### src/rtl/zoom_pkg.sv
// Shared definitions for the zoom controller and the zoom ALU:
// FSM state encoding, supported zoom op codes and frame geometry.
package zoom_pkg;

    typedef enum logic [2:0] {
        ST_IDLE    = 3'd0,
        ST_ISSUE   = 3'd1,
        ST_CAPTURE = 3'd2,
        ST_WRITE   = 3'd3,
        ST_DONE    = 3'd4
    } zoom_state_t;

    localparam logic [2:0] OP_NORMAL   = 3'b000;
    localparam logic [2:0] OP_ZOOM_IN  = 3'b010;
    localparam logic [2:0] OP_ZOOM_OUT = 3'b100;

    localparam int IMG_W_DEF = 320;
    localparam int IMG_H_DEF = 240;
    localparam int NUM_PIX   = IMG_W_DEF * IMG_H_DEF;   // 76800
    // Width of every pixel address (source RAM, frame buffer, ALU result).
    localparam int ADDR_W    = $clog2(NUM_PIX);         // 17

    function automatic logic op_supported(input logic [2:0] op);
        return (op == OP_NORMAL) || (op == OP_ZOOM_IN) || (op == OP_ZOOM_OUT);
    endfunction

endpackage

### src/rtl/scan_counter.sv
// Raster scan position: column, row and linear pixel index.
// The index is kept by increment alongside col/row so no multiplier is needed.
module scan_counter
    import zoom_pkg::*;
#(
    parameter int IMG_W = IMG_W_DEF,
    parameter int IMG_H = IMG_H_DEF
) (
    input  logic              clock,
    input  logic              reset_n,
    input  logic              clear,
    input  logic              advance,
    output logic [9:0]        col,
    output logic [9:0]        row,
    output logic [ADDR_W-1:0] index,
    output logic              last
);

    localparam logic [9:0] COL_MAX = 10'(IMG_W - 1);
    localparam logic [9:0] ROW_MAX = 10'(IMG_H - 1);

    // Last pixel of the frame.
    assign last = (col == COL_MAX) && (row == ROW_MAX);

    // Scan position update; wraps back to the origin after the last pixel.
    always_ff @(posedge clock or negedge reset_n) begin
        if (!reset_n) begin
            col   <= '0;
            row   <= '0;
            index <= '0;
        end else if (clear || (advance && last)) begin
            col   <= '0;
            row   <= '0;
            index <= '0;
        end else if (advance) begin
            index <= index + 1'b1;
            if (col == COL_MAX) begin
                col <= '0;
                row <= row + 1'b1;
            end else begin
                col <= col + 1'b1;
            end
        end
    end

endmodule

### src/rtl/zoom_ctrl.sv
// Zoom frame controller: scans the output frame, asks the zoom ALU for the
// source address of each pixel, reads the source RAM and writes the frame
// buffer. Optional macro ZOOM_CTRL_ABORT_EN adds an abort input that ends
// the frame early through DONE.
//
// state   | meaning
// --------+---------------------------------------------------------------
// IDLE    | waiting for start; op latched and scan cleared on acceptance
// ISSUE   | screen coords to ALU, wait for result, issue RAM read if in range
// CAPTURE | register RAM data (or fill colour for out-of-range source)
// WRITE   | one frame-buffer write, advance scan position
// DONE    | one-cycle done pulse, back to IDLE
module zoom_ctrl
    import zoom_pkg::*;
#(
    parameter int              H_START    = 160,
    parameter int              V_START    = 120,
    parameter int              IMG_W      = IMG_W_DEF,
    parameter int              IMG_H      = IMG_H_DEF,
    parameter int              PIX_W      = 8,
    parameter logic [PIX_W-1:0] FILL_COLOR = PIX_W'(8'h00)
) (
    input  logic              clock,
    input  logic              reset_n,
    input  logic              start,
    input  logic [2:0]        op_req,
    output logic              busy,
    output logic              done,
    output logic              op_err,
    output logic [9:0]        ula_x,
    output logic [9:0]        ula_y,
    output logic [2:0]        ula_op,
    input  logic              ula_zoom_done,
    input  logic [ADDR_W-1:0] ula_address,
    output logic              mem_rd_en,
    output logic [ADDR_W-1:0] mem_rd_addr,
    input  logic [PIX_W-1:0]  mem_rd_data,
    output logic              fb_wr_en,
    output logic [ADDR_W-1:0] fb_wr_addr,
    output logic [PIX_W-1:0]  fb_wr_data
`ifdef ZOOM_CTRL_ABORT_EN
    ,
    input  logic              abort
`endif
);

    localparam logic [ADDR_W-1:0] PIX_LIMIT = ADDR_W'(IMG_W * IMG_H);

    zoom_state_t       state_q, state_d;
    logic [2:0]        op_q;
    logic              op_err_q;
    logic              in_range_q;
    logic [PIX_W-1:0]  cap_q;

    logic [9:0]        col, row;
    logic [ADDR_W-1:0] index;
    logic              last;
    logic              start_acc;
    logic              scan_adv;
    logic              addr_ok;
    logic              abort_hit;

    assign start_acc = (state_q == ST_IDLE) && start;
    assign addr_ok   = (ula_address < PIX_LIMIT);
    assign op_err    = op_err_q;

`ifdef ZOOM_CTRL_ABORT_EN
    assign abort_hit = abort && ((state_q == ST_ISSUE) || (state_q == ST_CAPTURE) ||
                                 (state_q == ST_WRITE));
`else
    assign abort_hit = 1'b0;
`endif

    scan_counter #(
        .IMG_W (IMG_W),
        .IMG_H (IMG_H)
    ) u_scan (
        .clock   (clock),
        .reset_n (reset_n),
        .clear   (start_acc),
        .advance (scan_adv),
        .col     (col),
        .row     (row),
        .index   (index),
        .last    (last)
    );

    // FSM state register.
    always_ff @(posedge clock or negedge reset_n) begin
        if (!reset_n) state_q <= ST_IDLE;
        else          state_q <= state_d;
    end

    // Op latch, in-range flag and captured pixel.
    always_ff @(posedge clock or negedge reset_n) begin
        if (!reset_n) begin
            op_q       <= OP_NORMAL;
            op_err_q   <= 1'b0;
            in_range_q <= 1'b0;
            cap_q      <= '0;
        end else begin
            if (start_acc) begin
                // Unsupported ops fall back to a plain copy and are flagged.
                op_q     <= op_supported(op_req) ? op_req : OP_NORMAL;
                op_err_q <= !op_supported(op_req);
            end
            if ((state_q == ST_ISSUE) && ula_zoom_done)
                in_range_q <= addr_ok;
            if (state_q == ST_CAPTURE)
                cap_q <= in_range_q ? mem_rd_data : FILL_COLOR;
        end
    end

    // Next-state and output decode; all outputs are zero while idle.
    always_comb begin
        state_d     = state_q;
        busy        = 1'b1;
        done        = 1'b0;
        ula_x       = '0;
        ula_y       = '0;
        ula_op      = '0;
        mem_rd_en   = 1'b0;
        mem_rd_addr = '0;
        fb_wr_en    = 1'b0;
        fb_wr_addr  = '0;
        fb_wr_data  = '0;
        scan_adv    = 1'b0;

        if (state_q != ST_IDLE) begin
            ula_x  = 10'(H_START) + col;
            ula_y  = 10'(V_START) + row;
            ula_op = op_q;
        end

        case (state_q)
            ST_IDLE: begin
                busy = 1'b0;
                if (start) state_d = ST_ISSUE;
            end
            ST_ISSUE: begin
                if (abort_hit) begin
                    state_d = ST_DONE;
                end else if (ula_zoom_done) begin
                    if (addr_ok) begin
                        mem_rd_en   = 1'b1;
                        mem_rd_addr = ula_address;
                    end
                    state_d = ST_CAPTURE;
                end
            end
            ST_CAPTURE: begin
                state_d = abort_hit ? ST_DONE : ST_WRITE;
            end
            ST_WRITE: begin
                if (abort_hit) begin
                    state_d = ST_DONE;
                end else begin
                    fb_wr_en   = 1'b1;
                    fb_wr_addr = index;
                    fb_wr_data = cap_q;
                    scan_adv   = 1'b1;
                    state_d    = last ? ST_DONE : ST_ISSUE;
                end
            end
            ST_DONE: begin
                done    = 1'b1;
                state_d = ST_IDLE;
            end
            default: state_d = ST_IDLE;
        endcase
    end

endmodule

### config.mk
export PLATFORM = sky130hd
export DESIGN_NAME = zoom_ctrl
export DESIGN_NICKNAME = d
export VERILOG_FILES = /design/src/rtl/zoom_pkg.sv /design/src/rtl/scan_counter.sv /design/src/rtl/zoom_ctrl.sv
export SDC_FILE = /design/constraint.sdc
export NUM_CORES = 1
export LEC_CHECK = 0
export BUFFER_PORTS_ARGS = -buffer_cell sky130_fd_sc_hd__buf_2
export CORE_MARGIN = 5
export CORE_UTILIZATION = 57
export CTS_BUF_LIST = sky130_fd_sc_hd__clkbuf_8
export DETAILED_ROUTE_END_ITERATION = 16
export PLACE_DENSITY = 0.95
export SLEW_MARGIN = 10
export SYNTH_ARGS = -nofsm -noshare
export SYNTH_HDL_FRONTEND = slang
export SYNTH_HIERARCHICAL = 1
export SYNTH_SLANG_ARGS = --single-unit
### constraint.sdc
create_clock -name clock -period 6.5 [get_ports clock]
set_input_delay 1.625 -clock clock [delete_from_list [all_inputs] [get_ports clock]]
set_output_delay 1.625 -clock clock [all_outputs]
set_load 0.01 [all_outputs]
==> results.yml <==
setup_path:
  slowest_delay_ns: 0.53
  cp.arrival_ns: 2.82
  worstPathCellList: "buf_2 > a21o_1 > a311oi_4 > and2_2 > buf_2"
  crit_path_frequent_cell: "buf_2"
  crit_path_max_fanout: 15
  cp-start-kind: "input port"
  crit_type: "in2out"
  required_ns: 4.88
  cp_top_family: "compound AO/OA/AOI/OAI gates"
  worstSetupEndpointType: "output pin"
  crit_path_top_delay_cell: "a311oi_4"
  path_buf_inv: 2
synthesis:
  ys_async_sr_fraction_pct: 100
  syn-cell-area_mm2: 0.00322
  synthDistinctLibCells: 47
  synth_xor_area_share_pct: 6.80
  synth.yosys.seq_area_share_pct: 41.2
  synth.area.mux_share_pct: 0.350
  ys_warn_count: 6
  avgSynthCellArea_um2: 8.60
  syn-instance-count: 374
  synthAdderAreaFrac_pct: 1.94
  synth-simple-area-share_pct: 33.2
  synth_flop_cell: "dfrtp_1"
  synth_top_family_by_area: "simple AND/OR/NAND/NOR gates"
  synth_compound_area_share_pct: 12.2
  synth_fp_nets: 411
  ys_seq_elements: 53
  synth-edff-count: 0
floorplan:
  core-area_mm2: 0.00551
  io_pins: 102
  die_area_mm2: 0.00725
  std_cell_rows: 27
  die_x_um: 85.1
  die_h_um: 85.1
  initial_utilization_pct: 58.4
cts:
  path_clk_slew_ns: 0.08
  ctsHoldBuffers: 0
  cts_inserted_buffers: 5
  clk_path_buf_depth: 2
  insertion_delay_ns: 0.30
  clkSinkCount: 53
  cts-root-buf: "clkbuf_8"
  cts_setup_buffers: 0
  cts_tree: "yes"
  post_cts_resized: 0
  htreeDepth: 2
timing:
  relSlewSlack_pct: 26.7
  slew_violations: 0
  rsz0062_at_grt: "false"
  finClkSkew_ns: 0.0102
  hold_viol: 0
  tns_ns: 0
  worst_pin_slew_ns: 1.09
  finalCritPeriodShare_pct: 68.4
  fin_crit_ns: 4.44
  max_freq_mhz: 225
  finalSetupViolations: 0
detailed_routing:
  drt_wl_total_mm: 7.47
  vias: 2995
  firstDrtPassIters: 5
  drcViolationCount: 0
  antenna_left: 0
  drt_iter0_markers: 256
  vias_per_cell: 5.54
  detail_route.wl_per_cell_um: 13.8
global_route:
  grt.total_usage_pct: 20.6
  grt_pass1_wl_mm: 12.5
  grt.met3_usage_pct: 2.82
  use_met2_pct: 36.9
  grtUsageMet1_pct: 24.9
  grt_max_degree: 54
  grt_busiest_layer: "met2"
  grt.overflow.total: 0
  antenna_found_initial: 0
  grt_pass1_vias: 2963
layout:
  final_common_cell: "buf_2"
  insertedDiodeCount: 0
  final_cell_mix: "101 x buf_2, 53 x and2_1, 53 x dfrtp_1, 40 x nand2_1, 38 x nor2_1"
  nNetsFinal: 506
  drive_gt1_share_pct: 26.0
  fin_area_mm2: 0.00384
  area_delta_synth_final_pct: 19.4
  nFillCells: 413
placement:
  port_buffers: 101
  postPlaceCellArea_mm2: 0.00376
  gp_congestion: 0.866
  hpwl_mm: 5.58
pwr:
  power_frac_seq_pct: 43.9
  power_switching_uw: 407
  pwr-share-comb_pct: 38.7
  clkPwrFrac_pct: 17.3
  ir_worst_vdd_uv: 199
  leakage_nw: 1.89
  powerDensity_mw_per_mm2: 272
  p_int_uw: 638
  swShare_pct: 38.9
flow_run:
  cap_viol_max_count: 0
run_status:
  status: "completed"
worst_hold_path:
  hp-class: "reg2reg"
## power groups by stage
stage	Combinational, mW	Sequential (mW)	Clock (mW)
finish	0.405	0.459	0.181
global route	0.455	0.471	0.198
CTS	0.408	0.459	0.187
detailed placement	0.407	0.466	0
global placement	0.395	0.461	0
floorplan	0.290	0.439	0
## routing by layer
metal / vias to the layer above / part of all wire (%)
met5: - / 0
met4: 0 / 1.2
met3: 10 / 7.0
met2: 128 / 52
met1: 1396 / 40
li1: 1461 / -
## through the flow
stage / total power [mW] / util, % / worst slack [ns] / hold WS [ns] / cells
CTS: 1.05 / 69.8 / 2.03 / 0.484 / 541
detailed placement: 0.873 / 68.2 / 2.04 / 0.465 / 534
floorplan: 0.729 / - / 2.37 / 0.443 / 374
global route: 1.12 / 69.8 / 1.90 / 0.512 / 541
finish: 1.04 / 69.8 / 2.06 / 0.477 / 541
global placement: 0.856 / 68.2 / 2.10 / 0.455 / 534
## Yosys cell counts, types with 9 or more instances
master	number	share of area, %
inv_1	14	1.6
o21ai_1	10	1.6
nand3_1	9	1.4
and2_1	53	10
dfrtp_1	53	41
nor2_1	38	4.4
o21ai_0	13	2.0
nand2_1	40	4.7
xor2_1	11	3.0
nor3_1	10	1.6
xnor2_1	14	3.8
a21oi_1	21	3.3
or3_1	11	2.1
## final timing paths
check / from / endpoint / slack [ns] / depth (start not counted)
hold / removal: cap_q[5] / cap_q[5] / 0.48 / 2
min in group asynchronous: reset_n / u_scan/row[6] / 1.43 / 2
setup reg to reg: state_q[0] / u_scan/index[16] / 3.45 / 6
setup / recovery: ula_address[10] / mem_rd_addr[8] / 2.06 / 5
max in group asynchronous: reset_n / cap_q[5] / 4.62 / 2
hold reg to reg: cap_q[5] / cap_q[5] / 0.48 / 2
## worst reg2reg max path: stages, from the launching register on
cell,delay [ns]
dfrtp_1,0.49
or4b_1,0.69
inv_1,0.38
o21ai_0,0.25
or4_1,0.58
or4_1,0.45
a21oi_1,0.15
## registers in the layout, indices dropped and copies added (netlist names)
signal / cells
u_scan/index: 17
u_scan/col: 10
u_scan/row: 10
cap_q: 8
op_q: 3
state_q: 3
in_range_q: 1
op_err: 1
## cells by family after synthesis
logic type,after synthesis
fa+ha+maj,5
mux,1
xor+xnor,25
buf+inv,31
flops,53
simple gates,196
compound gates,63
## final cells by class
| cell class | instances | area [um^2] | share of cell area, % |
|---|---|---|---|
| Multi-Input combinational cell | 290 | 1750 | 45.6 |
| Timing Repair Buffer | 105 | 536 | 13.9 |
| Inverter | 14 | 52.6 | 1.37 |
| Sequential cell | 53 | 1330 | 34.5 |
| Clock inverter | 1 | 3.75 | 0.0977 |
| Clock buffer | 6 | 82.6 | 2.15 |
| Tap cell | 72 | 90.1 | 2.34 |
Note: power is estimated with default switching activity, not from simulation.
